$ cat src/rtl/soc_cluster_event_tx.sv
// soc_cluster_event_tx
// Producer side of the SoC-to-cluster event bus. SoC event sources are
// arbitrated round-robin and their IDs are pushed into a token ring. The
// cluster drains the ring with its own one-hot read pointer. Only that read
// pointer crosses clock domains, and it is synchronized here.
module soc_cluster_event_tx #(
  parameter int BUFFER_WIDTH = 8,
  parameter int EVNT_WIDTH   = 8,
  parameter int N_SRC        = 4
) (
  input  logic                          clk_i,
  input  logic                          rst_ni,
  input  logic [N_SRC-1:0]              evt_valid_i,
  input  logic [N_SRC*EVNT_WIDTH-1:0]   evt_id_i,
  output logic [N_SRC-1:0]              evt_ready_o,
  output logic [BUFFER_WIDTH-1:0]       cluster_events_wt_o,
  input  logic [BUFFER_WIDTH-1:0]       cluster_events_rp_i,
  output logic [EVNT_WIDTH-1:0]         cluster_events_da_o,
  output logic [$clog2(BUFFER_WIDTH)-1:0] fill_level_o,
  output logic                          rp_err_o
);

  localparam int IW = $clog2(BUFFER_WIDTH);
  localparam int SW = (N_SRC > 1) ? $clog2(N_SRC) : 1;

  // Ring storage and pointers
  logic [EVNT_WIDTH-1:0]   buf_q [BUFFER_WIDTH];
  logic [EVNT_WIDTH-1:0]   buf_d [BUFFER_WIDTH];
  logic [BUFFER_WIDTH-1:0] wt_q, wt_d;
  logic [BUFFER_WIDTH-1:0] wt_o_q;
  logic [BUFFER_WIDTH-1:0] rp_s1_q, rp_s2_q;
  logic [BUFFER_WIDTH-1:0] rp_q, rp_d;
  logic                    rp_err_q, rp_err_d;
  logic [SW-1:0]           rr_q, rr_d;

  // Derived status
  logic [BUFFER_WIDTH-1:0] wt_rotl;
  logic [IW-1:0]           wt_idx, rp_idx;
  logic                    full;
  logic                    rp_s2_onehot;

  // Arbitration
  logic                    found;
  logic [SW-1:0]           win;
  logic [SW:0]             cand_sum;
  logic [SW-1:0]           cand;
  logic                    push;
  logic [EVNT_WIDTH-1:0]   push_id;

  // Data mux terms
  logic [EVNT_WIDTH-1:0]   da_terms [BUFFER_WIDTH];

  // One-hot to binary index; OR-based so it costs no priority chain.
  function automatic logic [IW-1:0] oh2idx(input logic [BUFFER_WIDTH-1:0] oh);
    logic [IW-1:0] idx;
    idx = '0;
    for (int i = 0; i < BUFFER_WIDTH; i++) begin
      if (oh[i]) idx = idx | IW'(i);
    end
    return idx;
  endfunction

  assign wt_rotl      = {wt_q[BUFFER_WIDTH-2:0], wt_q[BUFFER_WIDTH-1]};
  assign wt_idx       = oh2idx(wt_q);
  assign rp_idx       = oh2idx(rp_q);
  assign full         = (wt_rotl == rp_q);
  assign rp_s2_onehot = (rp_s2_q != '0) &&
                        ((rp_s2_q & (rp_s2_q - BUFFER_WIDTH'(1))) == '0);

  // Round-robin search starting at rr_q; first valid source wins.
  always_comb begin
    found    = 1'b0;
    win      = '0;
    cand_sum = '0;
    cand     = '0;
    for (int i = 0; i < N_SRC; i++) begin
      cand_sum = {1'b0, rr_q} + (SW+1)'(i);
      if (cand_sum >= (SW+1)'(N_SRC)) cand_sum = cand_sum - (SW+1)'(N_SRC);
      cand = cand_sum[SW-1:0];
      if (!found && evt_valid_i[cand]) begin
        found = 1'b1;
        win   = cand;
      end
    end
  end

  assign push = found && !full;

  // Select the winning source's ID for the write.
  always_comb begin
    push_id = '0;
    for (int k = 0; k < N_SRC; k++) begin
      if (win == SW'(k)) push_id = evt_id_i[k*EVNT_WIDTH +: EVNT_WIDTH];
    end
  end

  // Grants are one-hot on the winner and suppressed while the ring is full.
  genvar gi;
  generate
    for (gi = 0; gi < N_SRC; gi++) begin : g_ready
      assign evt_ready_o[gi] = push && (win == SW'(gi));
    end
  endgenerate

  // Next-state for pointers, arbiter and storage.
  always_comb begin
    wt_d     = wt_q;
    rr_d     = rr_q;
    rp_d     = rp_q;
    rp_err_d = rp_err_q;
    buf_d    = buf_q;
    if (push) begin
      wt_d          = wt_rotl;
      rr_d          = (win == SW'(N_SRC-1)) ? '0 : win + 1'b1;
      buf_d[wt_idx] = push_id;
    end
    // A torn pointer (mid-transition sample) is ignored; the last good one stays.
    if (rp_s2_onehot) begin
      rp_d = rp_s2_q;
    end else begin
      rp_err_d = 1'b1;
    end
  end

  // State registers, including the read-pointer synchronizer.
  always_ff @(posedge clk_i) begin
    if (!rst_ni) begin
      wt_q     <= BUFFER_WIDTH'(1);
      wt_o_q   <= BUFFER_WIDTH'(1);
      rp_s1_q  <= BUFFER_WIDTH'(1);
      rp_s2_q  <= BUFFER_WIDTH'(1);
      rp_q     <= BUFFER_WIDTH'(1);
      rr_q     <= '0;
      rp_err_q <= 1'b0;
    end else begin
      wt_q     <= wt_d;
      // Token trails the internal pointer by one cycle so data lands first.
      wt_o_q   <= wt_q;
      rp_s1_q  <= cluster_events_rp_i;
      rp_s2_q  <= rp_s1_q;
      rp_q     <= rp_d;
      rr_q     <= rr_d;
      rp_err_q <= rp_err_d;
    end
  end

  // Event storage; cleared on reset so the read mux shows zero afterwards.
  always_ff @(posedge clk_i) begin
    if (!rst_ni) begin
      for (int i = 0; i < BUFFER_WIDTH; i++) buf_q[i] <= '0;
    end else begin
      buf_q <= buf_d;
    end
  end

  // AND-OR read mux on the raw cluster pointer; the slot it selects is
  // never rewritten while the consumer owns it, so no register is needed.
  generate
    for (gi = 0; gi < BUFFER_WIDTH; gi++) begin : g_da
      assign da_terms[gi] = buf_q[gi] & {EVNT_WIDTH{cluster_events_rp_i[gi]}};
    end
  endgenerate

  // OR-reduce the masked slots onto the data output.
  always_comb begin
    cluster_events_da_o = '0;
    for (int i = 0; i < BUFFER_WIDTH; i++) begin
      cluster_events_da_o = cluster_events_da_o | da_terms[i];
    end
  end

  assign cluster_events_wt_o = wt_o_q;
  assign fill_level_o        = wt_idx - rp_idx;
  assign rp_err_o            = rp_err_q;

endmodule
$ cat config.mk
export PLATFORM = sky130hd
export DESIGN_NAME = soc_cluster_event_tx
export DESIGN_NICKNAME = d
export VERILOG_FILES = /design/src/rtl/soc_cluster_event_tx.sv
export SDC_FILE = /design/constraint.sdc
export NUM_CORES = 1
export LEC_CHECK = 0
export ABC_CLOCK_PERIOD_IN_PS = 2700
export BUFFER_PORTS_ARGS = -buffer_cell sky130_fd_sc_hd__buf_4
export CAP_MARGIN = 25
export CELL_PAD_IN_SITES_DETAIL_PLACEMENT = 1
export CELL_PAD_IN_SITES_GLOBAL_PLACEMENT = 1
export CORE_ASPECT_RATIO = 0.7
export CORE_MARGIN = 2
export CORE_UTILIZATION = 30
export CTS_BUF_LIST = sky130_fd_sc_hd__clkbuf_16
export DETAILED_ROUTE_END_ITERATION = 10
export HOLD_SLACK_MARGIN = 0.03
export PLACE_DENSITY = 0.65
export SYNTH_ARGS = -nofsm -noshare
export SYNTH_HDL_FRONTEND = slang
export SYNTH_SLANG_ARGS = --single-unit
$ cat constraint.sdc
create_clock -name clk_i -period 2.7 [get_ports clk_i]
set_input_delay 0.405 -clock clk_i [delete_from_list [all_inputs] [get_ports clk_i]]
set_output_delay 0.405 -clock clk_i [all_outputs]
set_load 0.1 [all_outputs]
**After elaboration in Yosys (flattened, before gate mapping)**

Cells that the tools add are included.

- Bits in registers: 107
- Input port bits: 46
- Output and inout bits: 24
- Word-level logic and storage cells: 115

- $add $sub $neg: 10
- Order comparisons: 10
- Equality and inequality tests: 4
- Mux-type cells: 42
- Bitwise logic cells: 17
- Reductions and logical operators: 17

Operators by type and width:

| operator | count |
|---|---|
| $and 8x8->8 | 9 |
| $bwmux 64 | 1 |
| $or 8x8->8 | 7 |
| $mux 8 | 5 |
| $mux 2 | 13 |
| $demux 8 s3 | 1 |
| $mux 3 | 8 |
| $lt 2x3->1 const B | 4 |
| $logic_and 1x1->1 | 10 |
| $mux 1 | 10 |
| $ge 3x3->1 const B | 3 |
| $bmux 1 s2 | 4 |
| $eq 8x8->1 | 1 |
| $logic_not 8->1 | 1 |
| $reduce_bool 8->1 | 1 |
| $sub 2x1->2 const B | 4 |
| $sub 8x1->8 const B | 1 |
| $add 2x2->3 const B | 2 |
| $eq 2x2->1 const B | 2 |
| $ge 4x4->1 const B | 1 |
| $logic_not 1->1 | 4 |
| $lt 4x1->1 const B | 1 |
| $not 3->4 | 1 |
| $add 2x1->3 const B | 1 |
| other kinds (5) | 5 |

**Logic depth before layout (Yosys ltp)**

- Depth in word-level cells: 20
- Gate-level depth with buffers: 11
- Gate-level depth less buffers: 11

**Least setup slack after synthesis**

OpenSTA, ideal clock, no wires.

- Kind: register to output
- Start point: register rp_q[7]
- End point: output port fill_level_o[2]
- Arrival: 2.996 ns
- Path slack: -0.701 ns
- Cell stages (with the launch flop): 5
- Path through: dfxtp_1 > or4_1 > ha_1 > fa_1 > xnor2_1

- Word-level cells in the longest chain between the ends: 2

RTL lines:

| item | line | RTL |
|---|---|---|
| start: declaration | 32 | `logic [BUFFER_WIDTH-1:0] rp_q, rp_d;` |
| start signal: assignment | 141 | `rp_q <= rp_d;` |
| $mux 3 | 58 | `if (oh[i]) idx = idx \| IW'(i);` |
| $sub 3x3->3 | 173 | `assign fill_level_o = wt_idx - rp_idx;` |
| end: declaration | 19 | `output logic [$clog2(BUFFER_WIDTH)-1:0] fill_level_o,` |

No other way between the ends.

**Worst setup path after layout**

Ends and elaborated chain as after synthesis.

==> summary.md <==
| Metric | Value |
|---|---|
| Status | `finished, final reports clean` |
| Reported net switching power | `1.902 mW` |
| # port buffers | `69` |
| Largest family of logic cells by synthesized area | `simple AND/OR/NAND/NOR gates` |
| Worst setup SP type | `flop` |
| Final setup violation count | `0` |
| H-tree levels | `3` |
| Number of hold buffers added after cts | `0` |
| Switching share of power | `39.17%` |
| Worst vdd rail ir drop | `499.3 µV` |
| Netlist area before placement | `0.004691 mm²` |
| Ratio of cells with drive above 1 in the final layout | `25.39%` |
| HPWL Detailed | `9718 µm` |
| Flop pwr share | `36.5%` |
| Max Transition Viols Final | `0` |
| Routability cong. | `0.7893` |
| Arrival time of the worst setup path | `2.28 ns` |
| Count of cell types in the netlist | `51` |
| Commonest non-fill, non-tap cells in the layout | `dfxtp_1, buf_4, nand2_1` |
| CTS Buf Count | `9` |
| CP required | `2.30 ns` |
| Clock tree from TritonCTS | `done` |
| Max Cap Violations | `0` |
| Overflow after GRT | `0` |
| Initial cell density of the core | `30.45%` |
| Final core utilization | `38.25%` |
| Worst-case headroom to the max-slew limit | `42.55%` |
| Routed length per instance | `17.77 µm` |
| Pre-antenna DRT Iters | `4` |
| Count of nets after finishing | `626` |
| Worst-case reg-to-reg path depth | `13` |
| Simple-gate area share of the yosys netlist | `21.13%` |
| Clock slew seen by the registers of the worst setup and hold paths | `0.07 ns` |
| Number of enable flip-flop cells after synthesis | `0` |
| Worst slew pin tran | `0.8592 ns` |
| Number of vias per cell | `5.054` |
| Area growth from synthesis to layout | `25.61%` |
| Setup skew after layout | `0.008064 ns` |
| Adder-cell area share of the yosys netlist | `1.760%` |
| Number of warnings reported in the yosys synthesis log | `0` |
| Number of remaining DRC errors | `0` |
| First-pass GRT wire length | `22020 µm` |
| Reported leakage power | `2.472 nW` |
| Clock share of power | `25.0%` |
| Unrepaired setup endpoints after global routing | `true` |
| Via count | `3937` |
| Max clock buf depth | `2` |
| Worst Setup Slack post-DPL | `-0.2788 ns` |
| Sinks on Clock Net | `107` |
| Worst-Skew Late Latency | `0.35 ns` |
| Final cycle utilization of the critical path | `99.61%` |
| Async set-reset flop share out of synthesis | `0%` |
| Leading cell type in the layout, fill and taps excluded | `dfxtp_1` |
| Core Rows | `38` |
| Achievable Freq | `0.3718 GHz` |
| Post-Synthesis Net Count | `562` |
| Fraction of synthesized cell area in xor and xnor cells | `2.054%` |
| Number of DRC violations after detailed-routing iteration 0 | `184` |
| Global router's overall resource usage | `16.89%` |
| CP Max Fanout | `5` |
| Setup slack after layout | `0.01059 ns` |
| Largest net degree at the start of global routing | `65` |
| Post-synthesis compound-gate area fraction | `14.51%` |
| Area of the die | `0.01667 mm²` |
| Die W | `153.5 µm` |
| Fin crit period | `2.689 ns` |
| Min-delay worst type | `input pin to flop` |
| Proportion of synthesized area in mux cells | `10.48%` |
| Antenna Violating Nets Remaining | `0` |
| Sequential area share after synthesis | `45.67%` |
| Sort of element at the end of the critical path | `output pin` |
| Total power per unit cell area | `824.2 mW/mm²` |
| Core area | `0.01540 mm²` |
| Mean cell area of the mapped netlist | `9.198 µm²` |
| Master cell of the clock root buffer | `clkbuf_16` |
| Initial antenna violation count | `0` |
| Gate count of the mapped netlist | `510` |
| Number of primary I/O pins | `70` |
| Post-synthesis sequential element count | `107` |
| CP Class | `flop to output pin` |
| Antenna Diode Count | `0` |
| Detailed Route WL | `13840 µm` |
| Die height | `108.6 µm` |
| Logic pwr share | `38.5%` |
| Hold path cells | `2` |
| Vias in the first global route | `4059` |
| Internal power consumption | `2.954 mW` |
| Most used flip-flop cell after synthesis | `dfxtp_1` |
| Fin. Hold Viols | `0` |
==> metal layers <==
| layer | share of wire [%] | wire length, µm | global-route usage, % |
|---|---|---|---|
| met1 | 51 | 7009 | 24.15 |
| met3 | 4.8 | 669 | 3.776 |
| met2 | 44 | 6078 | 26.12 |
| met4 | 0.61 | 85 | 3.932 |
| met5 | 0 | 0 | 0 |
==> worst max-delay path, cell delays in order, from the launching register on <==
cell,delay (ns)
dfxtp_2,0.35
or4_1,0.54
ha_1,0.22
fa_1,0.40
xnor2_2,0.19
buf_6,0.24
==> state kept, by name, indices dropped and copies added, names as in the netlist <==
signal / cells
buf_q: 64
rp_s1_q: 8
rp_err_o: 1
wt_q: 8
rp_s2_q: 8
rr_q: 2
rp_q: 8
cluster_events_wt_o: 8
==> layout make-up <==
class	instances	area, µm²
multi-input cells	354	2457
flip-flops and latches	107	2148
inverters	16	60.06
clock buffers	9	225.2
repair buffers	86	706.9
fillers	1774	9513
clock inverters	7	43.79
well taps	200	250.2
==> power groups by stage <==
| stage | Sequential [mW] | Combinational [mW] | Clock [mW] |
|---|---|---|---|
| 6_report | 1.77 | 1.87 | 1.21 |
| 3_5_place_dp | 1.80 | 1.69 | 0 |
| 4_1_cts | 1.77 | 1.75 | 1.24 |
| 3_3_place_gp | 1.80 | 1.65 | 0 |
| 2_1_floorplan | 1.82 | 1.17 | 0 |
| 5_1_grt | 1.79 | 1.99 | 1.31 |
==> stage by stage <==
step           power [mW]  cells  setup TNS [ns]  cell area (µm²)  hold WS, ns
5_1_grt             5.089    779         -0.1173             5892       0.3964
4_1_cts             4.768    778        -0.05995             5789       0.3842
6_report            4.856    779               0             5892       0.3927
3_3_place_gp        3.444    762         -0.5942             5468       0.4022
3_5_place_dp        3.492    762          -4.973             5468       0.4122
2_1_floorplan       2.983    510        -0.09322             4701       0.3863
==> synthesized netlist by cell type (2+ instances only) <==
master	n	area [µm²]
and2_1	19	118.9
o21ai_1	14	70.07
a21oi_1	6	30.03
o21ai_2	5	43.79
nand2b_1	8	50.05
inv_1	15	56.30
nand4_1	9	56.30
or4_1	2	15.01
nor2b_1	10	62.56
nor2_1	9	33.78
buf_2	3	15.01
mux2i_1	48	480.5
a22oi_1	33	247.7
nand3_1	27	135.1
or4_4	2	22.52
nor4_4	2	42.54
nand3_2	4	40.04
nor4_1	3	18.77
ha_1	5	62.56
dfxtp_1	107	2142
o21ai_0	18	90.09
o31ai_1	8	60.06
clkbuf_1	25	93.84
buf_6	2	22.52
a221oi_1	7	61.31
xnor2_1	10	87.58
nand2_1	84	315.3
buf_1	2	7.510
==> cell families (layout without fill, tap and decap cells) <==
family	after synthesis	in the layout
and+or+nand+nor	188	188
muxes	49	49
adders and majority gates	6	6
DFF	107	107
buffers and inverters	49	118
xor gates and xnor gates	11	11
AOI/OAI and AO/OA	100	100
==> path summary, 6_finish.rpt <==
check / startpoint / to / slack, ns
max: rp_q[7] / fill_level_o[2] / 0.01
min: cluster_events_rp_i[0] / rp_s1_q[0] / 0.39
max reg2reg: rr_q[0] / buf_q[47] / 0.13
min reg2reg: rp_s1_q[0] / rp_s2_q[0] / 0.42
==> repair_timing <==
| item | 4_1_cts | 5_1_grt |
|---|---|---|
| pin swaps | 0 | 3 |
| gates resized for setup | 14 | 24 |
| buffers inserted | 0 | 1 |
| gates cloned | 0 | 0 |
| endpoints found under the setup margin | 27 | 61 |
No activity file was read; power rests on OpenSTA's default activity.
